File: src/rtl/mccoy_seq_pkg.sv
// Shared types and defaults for the McCoy program sequencer.
//   seq_state_t  : sequencer FSM states
//   instr_t      : 6-bit McCoy instruction word
//   SEQ_DEPTH_DEFAULT / SEQ_NOP_DEFAULT : default parameter values
package mccoy_seq_pkg;

  localparam int unsigned SEQ_DEPTH_DEFAULT = 16;

  typedef logic [5:0] instr_t;

  localparam instr_t SEQ_NOP_DEFAULT = 6'b000000;

  typedef enum logic [2:0] {
    S_IDLE,
    S_CPURST,
    S_RUN,
    S_DRAIN,
    S_DONE
  } seq_state_t;

endpackage

File: src/rtl/seq_prog_mem.sv
// Program store: DEPTH x 6-bit register array, one synchronous write port,
// one asynchronous read port. Contents are not reset.
//   clk     : clock
//   i_we    : write enable
//   i_waddr : write index
//   i_wdata : word to store
//   i_raddr : read index
//   o_rdata : word at i_raddr (combinational)
module seq_prog_mem
  import mccoy_seq_pkg::*;
#(
  parameter int unsigned DEPTH = SEQ_DEPTH_DEFAULT,
  parameter int unsigned AW    = 4
) (
  input  logic          clk,
  input  logic          i_we,
  input  logic [AW-1:0] i_waddr,
  input  instr_t        i_wdata,
  input  logic [AW-1:0] i_raddr,
  output instr_t        o_rdata
);

  instr_t r_mem [DEPTH];

  always_ff @(posedge clk) begin
    if (i_we) begin
      r_mem[i_waddr] <= i_wdata;
    end
  end

  assign o_rdata = r_mem[i_raddr];

endmodule

File: src/rtl/mccoy_sequencer.sv
// Loads a short program of McCoy instruction words, then on start resets the
// core for one cycle, streams the program into it one word per cycle, drains
// for one cycle and captures the core output as the result.
//   clk, reset            : clock, synchronous active-high reset
//   load_valid/load_instr : append one program word (accepted when load_ready)
//   load_ready            : idle, not full, no start/clear_prog this cycle
//   clear_prog            : empty the program store (idle only)
//   start                 : replay the stored program (idle, non-empty)
//   instr_out, cpu_rst    : registered drive to core io_in[7:2], io_in[1]
//   cpu_out               : core io_out[5:0]
//   busy, done, result    : run status, one-cycle done pulse, captured output
//   prog_len              : number of stored words
module mccoy_sequencer
  import mccoy_seq_pkg::*;
#(
  parameter int unsigned DEPTH     = SEQ_DEPTH_DEFAULT,
  parameter instr_t      NOP_INSTR = SEQ_NOP_DEFAULT
) (
  input  logic       clk,
  input  logic       reset,
  input  logic       load_valid,
  input  logic [5:0] load_instr,
  output logic       load_ready,
  input  logic       clear_prog,
  input  logic       start,
  output logic [5:0] instr_out,
  output logic       cpu_rst,
  input  logic [5:0] cpu_out,
  output logic       busy,
  output logic       done,
  output logic [5:0] result,
  output logic [4:0] prog_len
);

  localparam int unsigned AW = (DEPTH > 1) ? $clog2(DEPTH) : 1;

  seq_state_t    r_state, w_state_nxt;
  logic [AW-1:0] r_pc, w_pc_nxt, w_pc_inc, w_rd_addr;
  logic [4:0]    r_len;
  instr_t        r_instr, r_result, w_rd_data, w_instr_nxt;
  logic          r_cpu_rst, r_done;
  logic          w_cpu_rst_nxt, w_done_nxt;
  logic          w_full, w_load_fire, w_last;

  assign w_full      = (r_len == 5'(DEPTH));
  assign load_ready  = (r_state == S_IDLE) && !w_full && !start && !clear_prog;
  assign w_load_fire = load_valid && load_ready;
  assign w_pc_inc    = r_pc + AW'(1);
  // Exit test against prog_len-1 so pc never has to reach DEPTH.
  assign w_last      = (5'(r_pc) == (r_len - 5'd1));

  seq_prog_mem #(
    .DEPTH (DEPTH),
    .AW    (AW)
  ) u_mem (
    .clk     (clk),
    .i_we    (w_load_fire),
    .i_waddr (r_len[AW-1:0]),
    .i_wdata (load_instr),
    .i_raddr (w_rd_addr),
    .o_rdata (w_rd_data)
  );

  always_ff @(posedge clk) begin
    if (reset) begin
      r_state <= S_IDLE;
    end else begin
      r_state <= w_state_nxt;
    end
  end

  // Outputs are computed for the state being entered and registered with it,
  // so instr_out/cpu_rst line up with the state that owns them.
  always_comb begin
    w_state_nxt   = r_state;
    w_pc_nxt      = r_pc;
    w_rd_addr     = '0;
    w_instr_nxt   = NOP_INSTR;
    w_cpu_rst_nxt = 1'b0;
    w_done_nxt    = 1'b0;
    case (r_state)
      S_IDLE: begin
        // A clear in the same cycle wins: the program is being discarded.
        if (start && !clear_prog && (r_len != '0)) begin
          w_state_nxt   = S_CPURST;
          w_pc_nxt      = '0;
          w_cpu_rst_nxt = 1'b1;
        end
      end
      S_CPURST: begin
        w_state_nxt = S_RUN;
        w_pc_nxt    = '0;
        w_rd_addr   = '0;
        w_instr_nxt = w_rd_data;
      end
      S_RUN: begin
        if (w_last) begin
          w_state_nxt = S_DRAIN;
        end else begin
          w_pc_nxt    = w_pc_inc;
          w_rd_addr   = w_pc_inc;
          w_instr_nxt = w_rd_data;
        end
      end
      S_DRAIN: begin
        w_state_nxt = S_DONE;
        w_done_nxt  = 1'b1;
      end
      S_DONE: begin
        w_state_nxt = S_IDLE;
      end
      default: begin
        w_state_nxt = S_IDLE;
      end
    endcase
  end

  always_ff @(posedge clk) begin
    if (reset) begin
      r_pc      <= '0;
      r_len     <= '0;
      r_instr   <= NOP_INSTR;
      r_cpu_rst <= 1'b1;
      r_done    <= 1'b0;
      r_result  <= '0;
    end else begin
      r_pc      <= w_pc_nxt;
      r_instr   <= w_instr_nxt;
      r_cpu_rst <= w_cpu_rst_nxt;
      r_done    <= w_done_nxt;
      if (r_state == S_DRAIN) begin
        r_result <= cpu_out;
      end
      if ((r_state == S_IDLE) && clear_prog) begin
        r_len <= '0;
      end else if (w_load_fire) begin
        r_len <= r_len + 5'd1;
      end
    end
  end

  assign instr_out = r_instr;
  assign cpu_rst   = r_cpu_rst;
  assign busy      = (r_state != S_IDLE);
  assign done      = r_done;
  assign result    = r_result;
  assign prog_len  = r_len;

endmodule

File: config.mk
export PLATFORM = sky130hd
export DESIGN_NAME = mccoy_sequencer
export DESIGN_NICKNAME = d
export VERILOG_FILES = /design/src/rtl/mccoy_seq_pkg.sv /design/src/rtl/seq_prog_mem.sv /design/src/rtl/mccoy_sequencer.sv
export SDC_FILE = /design/constraint.sdc
export NUM_CORES = 1
export LEC_CHECK = 0
export CORE_UTILIZATION = 40
export CTS_CLUSTER_SIZE = 28
export DETAILED_ROUTE_END_ITERATION = 6
export SETUP_SLACK_MARGIN = 0.3
export SLEW_MARGIN = 0
export SYNTH_ARGS = -nofsm -noshare
export SYNTH_HDL_FRONTEND = slang
export SYNTH_SLANG_ARGS = --single-unit
File: constraint.sdc
create_clock -name clk -period 3.95 [get_ports clk]
set_clock_uncertainty 0.2 [all_clocks]
set_input_delay 0.395 -clock clk [delete_from_list [all_inputs] [get_ports clk]]
set_output_delay 0.395 -clock clk [all_outputs]
set_load 0.02 [all_outputs]
[Word-level counts from Yosys, hierarchy flattened]
Memory sizes are Yosys's and may differ from the RTL's.
Index checks and enable logic that the tools add are counted.
Operators by class
  divide/modulo/power cells: 0
  magnitude comparators: 0
  equality and inequality tests: 8
  $mul: 0
  muxes and demuxes: 15
  shift operators: 0
  reductions and logical operators: 17
  add/sub/neg operators: 3
  bitwise operators: 0
Operators by type and width (number)
  4-bit 2-to-1 mux: 4
  3-bit one-hot mux with 4 select lines: 1
  4-bit one-hot mux with 3 select lines: 1
  6-bit one-hot mux with 2 select lines: 1
  1-bit logical AND: 7
  3-bit by 2-bit == test with 1-bit output, second input constant: 2
  3-bit 2-to-1 mux: 2
  6-bit 2-to-1 mux: 1
  3-bit nonzero test: 2
  5-bit by 1-bit adder with 5-bit output, second input constant: 1
  4-bit by 5-bit == test with 1-bit output: 1
  5-bit == test, second input constant: 1
  1-bit 2-to-1 mux: 5
  5-bit nonzero test: 1
  5-bit by 1-bit subtractor with 5-bit output, second input constant: 1
  4-bit by 1-bit adder with 4-bit output, second input constant: 1
  2-bit != test, second input constant: 2
  3-bit by 1-bit == test with 1-bit output, second input constant: 1
  1-bit zero test: 3
  3-bit zero test: 1
  3-bit AND reduction: 1
  2-bit by 1-bit != test with 1-bit output, second input constant: 1
  2-bit AND reduction: 1
  2-bit OR reduction: 1
Word-level totals
  latch bits: 0
  output and inout port bits: 21
  word-level logic and storage cells: 51
  bits in registers: 26
  memory bits (read-only): 0
  memory bits (writable): 96
  input port bits: 17
  memories: 1
Memories
  u_mem.r_mem: words 16, bits a word 6, read ports 1, clocked after memory_dff 0, write ports 1, line seq_prog_mem.sv:23  | instr_t r_mem [DEPTH];

[Logic depth before layout (Yosys ltp)]
  depth after elaboration: 8
  mapped depth: 10
  depth with buffers taken out: 8

[Modules after synthesis]
From an unflattened synthesis, not the netlist that was laid out.
Unflattened totals
  cell total of the unflattened synthesis: 312
  area total of the unflattened synthesis: 5058.6 um2
Modules (own cells, without submodules)
  seq_prog_mem: cells each 172, times used 1, area an instance 3774.9 um2, sequential area each 2882.8 um2
  mccoy_sequencer: cells each 140, times used 1, area an instance 1283.7 um2, sequential area each 520.5 um2

[Worst setup path after synthesis]
OpenSTA, ideal clock, no wires.
  path type: reg-to-reg
  start point: reg r_len[0] (netlist: prog_len[0])
  end point: reg r_instr[4] (netlist: instr_out[4])
  data arrival time: 2.373 ns
  required time: 3.619 ns
  stages on the path, launching flop included: 9
  setup slack: 1.245 ns
  period minus slack after synthesis: 2.705 ns
  setup time: 0.131 ns
  path buffers: 0
  cells stage by stage: dfxtp_1 inv_1 ha_1 nor4bb_1 and2_2 o211a_4 o311ai_1 o31a_1 a32oi_1
On the way
  longest elaborated chain between the ends: 7
Ends and longest elaborated chain
  start: declaration: line mccoy_sequencer.sv:39  | logic [4:0] r_len;
  start signal: assignment: line mccoy_sequencer.sv:137  | r_len <= r_len + 5'd1;
  5-bit by 1-bit subtractor with 5-bit output (*): line mccoy_sequencer.sv:50  | assign w_last = (5'(r_pc) == (r_len - 5'd1));
  4-bit by 5-bit == test with 1-bit output (*): line mccoy_sequencer.sv:50
  4-bit 2-to-1 mux: line mccoy_sequencer.sv:97  | if (w_last) begin
  4-bit 2-to-1 mux: line mccoy_sequencer.sv:81  | case (r_state)
  memory 16 x 6 bit
  6-bit 2-to-1 mux: line mccoy_sequencer.sv:97
  6-bit one-hot mux with 2 select lines (*): line mccoy_sequencer.sv:81
  end signal: assignment: line mccoy_sequencer.sv:128  | r_instr <= w_instr_nxt;
  end: declaration: line mccoy_sequencer.sv:40  | instr_t r_instr, r_result, w_rd_data, w_instr_nxt;
Mark *: on every way between the ends. The rest lies on a longest branch, timed or not.
A chain may end at the register's enable or synchronous reset.

[Worst setup path in the final report]
  start point: reg r_len[0] (netlist: prog_len[0])
  end point: mem u_mem.r_mem[1][3] (netlist bit), enable pin
On the way
  longest elaborated chain between the ends: 8
Ends and longest elaborated chain
  5-bit == test: line mccoy_sequencer.sv:45  | assign w_full = (r_len == 5'(DEPTH));
  1-bit zero test: line mccoy_sequencer.sv:46  | assign load_ready = (r_state == S_IDLE) && !w_full && !start && !clear_prog;
  1-bit logical AND (3 in a row): line mccoy_sequencer.sv:46
  1-bit logical AND: line mccoy_sequencer.sv:47  | assign w_load_fire = load_valid && load_ready;
  1-bit 2-to-1 mux: line seq_prog_mem.sv:26  | if (i_we) begin
  1-bit 2-to-1 mux (implied by the code): line seq_prog_mem.sv:27  | r_mem[i_waddr] <= i_wdata;
  end: declaration: line seq_prog_mem.sv:23
Several ways; a longest one is shown, not always the timed one.

==> results_dict.tcl <==
set metrics [dict create \
    cp.depth 6 \
    ys_types 55 \
    peakVddDrop_v 0.000441 \
    hold_buffers 0 \
    layout_min_cycle_time_ns 3.20 \
    relSlewSlack 0.268 \
    setup_violations 0 \
    grt_pass1_vias 3625 \
    ys.flop_type "edfxtp_1" \
    avgSynthCellArea_um2 12.3 \
    cts_tree "done" \
    grt_overflow 0 \
    cts_resized 0 \
    port_buffers 37 \
    power.leakage_nw 2.11 \
    clk_pin_slew_ns 0.05 \
    grt_pass1_wl_mm 20.9 \
    core_mm2 0.0132 \
    clockBufferDepth 2 \
    yosysTopAreaCell "edfxtp_1" \
    start_kind "flip-flop" \
    r2r_slack_ns 0.75 \
    row_count 42 \
    cts_num_sinks 122 \
    start_util 0.409 \
    num-fill-cells 1185 \
    cpPeakStageDelay_ns 0.86 \
    seq_area_frac_synth 0.631 \
    netlist_instances 439 \
    vias 3729 \
    cp.arrival_ns 3.02 \
    drv_cap 0 \
    synth_top_area_share 0.534 \
    hpwl_mm 8.95 \
    grt_max_degree 31 \
    drtPass1Iterations 5 \
    power_w 0.00283 \
    cts_setup_buffers 0 \
    die_x_um 118 \
    cts_root_buffer "clkbuf_16" \
    finalSetupTns_ns 0 \
    p_per_area_mw_per_mm2 444 \
    wirelength_mm 13.5 \
    grtUsageTotal 0.204 \
    cts_inserted_buffers 17 \
    outcome "finished clean" \
    clk_latency_ns 0.41 \
    antenna_found_initial 0 \
    drt-wirelength-per-cell_um 20.6 \
    rsz0062_at_grt "no" \
    rr_worst_depth 6 \
    nets 490 \
    cp-end-kind "flip-flop" \
    htree_num_levels 4 \
    min_period_over_period 0.809 \
    dieHeight_um 118 \
    synth-seq-cells 122 \
    drcViolationCount 0 \
    finalHoldViolations 0 \
    cpMaxStageDelayCell "nor3_1" \
    hold_depth 2 \
    crit_required_ns 3.77 \
    fmaxAchievable_mhz 313 \
    synth.net_count 461 \
    final_antenna_net_count 0 \
    synthArstFlopShare 0 \
    path_buf_inv 1 \
    critPathTopFamily "simple AND/OR/NAND/NOR gates" \
    synth_warnings 0 \
    path_cells "inv_1 -> ha_1 -> nor4bb_1 -> and4b_1 -> nand2_1 -> nor3_1" \
    via_per_inst 5.68 \
    area_growth_pct 18.2 \
    pin_count 38 \
    synthTopCellsByArea "edfxtp_1 53%, dfxtp_1 9.6%, nor2_1 3.3%" \
    gp_congestion 0.861 \
    syn_area_mm2 0.00540 \
    drive_above_1_share 0.0852 \
    synth_edf_count 96 \
    critical_path_class "reg -> reg" \
    diodes 0 \
    final_max_slew_viol_count 0 \
    tightest_slew_ns 1.09 \
    fp.dieArea_mm2 0.0140 \
    cp_max_fo 8 \
    drt_iter0_markers 339 \
    hold_class "reg -> reg" \
]
[per-stage QoR]
stage | hold WS [ns] | cells | cell area, µm² | utilization | setup WS [ns]
after global routing | 0.339 | 657 | 6380 | 0.484 | 0.591
after global placement | 0.275 | 625 | 5860 | 0.444 | 0.862
final | 0.296 | 657 | 6380 | 0.484 | 0.754
after CTS | 0.305 | 657 | 6380 | 0.484 | 0.774
after detailed placement | 0.293 | 625 | 5860 | 0.444 | 0.804
after floorplan | 0.287 | 439 | 5400 | - | 1.25
[per-layer routing]
| metal | routed length [µm] | vias to the layer above | GRT usage |
|---|---|---|---|
| li1 | - | 1738 | - |
| met1 | 6120 | 1840 | 0.267 |
| met2 | 6240 | 124 | 0.310 |
| met3 | 837 | 27 | 0.0719 |
| met4 | 323 | 0 | 0.0809 |
| met5 | 0 | - | 0 |
[report_power, final]
group / leakage, nW / internal (W) / switching, W
sequential: 1.07 / 0.00139 / 0.00000203
combinational: 0.785 / 0.0000265 / 0.0000399
clock: 0.253 / 0.000852 / 0.000521
[flip-flops by register name, summed over array words and instances, names as in the netlist]
name,count
r_pc,4
cpu_rst,1
result,6
r_state,3
done,1
u_mem.r_mem,96
prog_len,5
instr_out,6
[cells in the mapped netlist, types with 4 or more instances]
cell,count
o221ai_1,6
and2_0,5
nor3_1,34
dfxtp_1,26
o31a_1,6
clkbuf_1,10
a211o_1,6
and2_1,5
buf_2,15
mux2i_1,9
edfxtp_1,96
nand2b_1,4
o21ai_0,22
nand2_1,12
o2111ai_1,6
a211oi_1,10
a32oi_1,6
ha_1,5
a21o_1,8
buf_4,4
inv_1,4
a21boi_0,7
o22ai_1,6
a21oi_1,25
a2bb2oi_1,5
a21boi_1,5
xor2_1,4
nor2_1,47
xnor2_1,6
[placed cells by master, fill, tap and decap left out, types with 5 or more instances in the layout]
cell | Yosys | routed
a21oi_1 | 25 | 25
a21o_1 | 8 | 8
o22ai_1 | 6 | 6
o21ai_0 | 22 | 22
a211o_1 | 6 | 6
o31a_1 | 6 | 6
edfxtp_1 | 96 | 96
a2bb2oi_1 | 5 | 5
mux2i_1 | 9 | 9
clkinv_2 | 0 | 5
xnor2_1 | 6 | 6
ha_1 | 5 | 5
nand2_1 | 12 | 12
dfxtp_1 | 26 | 26
nor2_1 | 47 | 47
clkbuf_16 | 0 | 17
a211oi_1 | 10 | 10
a21boi_0 | 7 | 7
o2111ai_1 | 6 | 6
a32oi_1 | 6 | 6
and2_1 | 5 | 5
buf_4 | 4 | 7
a21boi_1 | 5 | 5
clkdlybuf4s50_1 | 0 | 37
and2_0 | 5 | 5
clkbuf_1 | 10 | 5
nor3_1 | 34 | 34
o221ai_1 | 6 | 6
[logic make-up (layout without fill, tap and decap cells)]
kind of cell             Yosys count  in the layout  share of synthesized area
AO/OA/AOI/OAI                    128            128                      0.169
XOR/XNOR                          11             11                     0.0192
adder cells (fa/ha/maj)            5              5                     0.0116
buffers and inverters             38             80                     0.0369
flip-flops                       122            122                      0.631
multiplexers                       9              9                     0.0167
AND/OR/NAND/NOR                  126            126                      0.116
[worst register-to-register path, stage by stage, from the launching register on]
cell,delay [ns]
dfxtp_1,0.49
inv_1,0.11
ha_1,0.28
nor4bb_1,0.18
and4b_1,0.49
nand2_1,0.20
nor3_1,0.87
[layout make-up]
type | count | area, µm² | share of cell area
flip-flops and latches | 122 | 3400 | 0.534
multi-input cells | 279 | 1800 | 0.281
clock buffers | 22 | 444 | 0.0696
repair buffers | 44 | 423 | 0.0663
well taps | 176 | 220 | 0.0345
clock inverters | 10 | 77.6 | 0.0122
inverters | 4 | 15.0 | 0.00235
[worst paths after layout]
check | endpoint | startpoint
setup / recovery | u_mem.r_mem[1][3] | prog_len[0]
hold / removal | result[5] | result[5]
setup reg to reg | u_mem.r_mem[1][3] | prog_len[0]
hold reg to reg | result[5] | result[5]
Note: power is estimated with default switching activity, not from simulation.
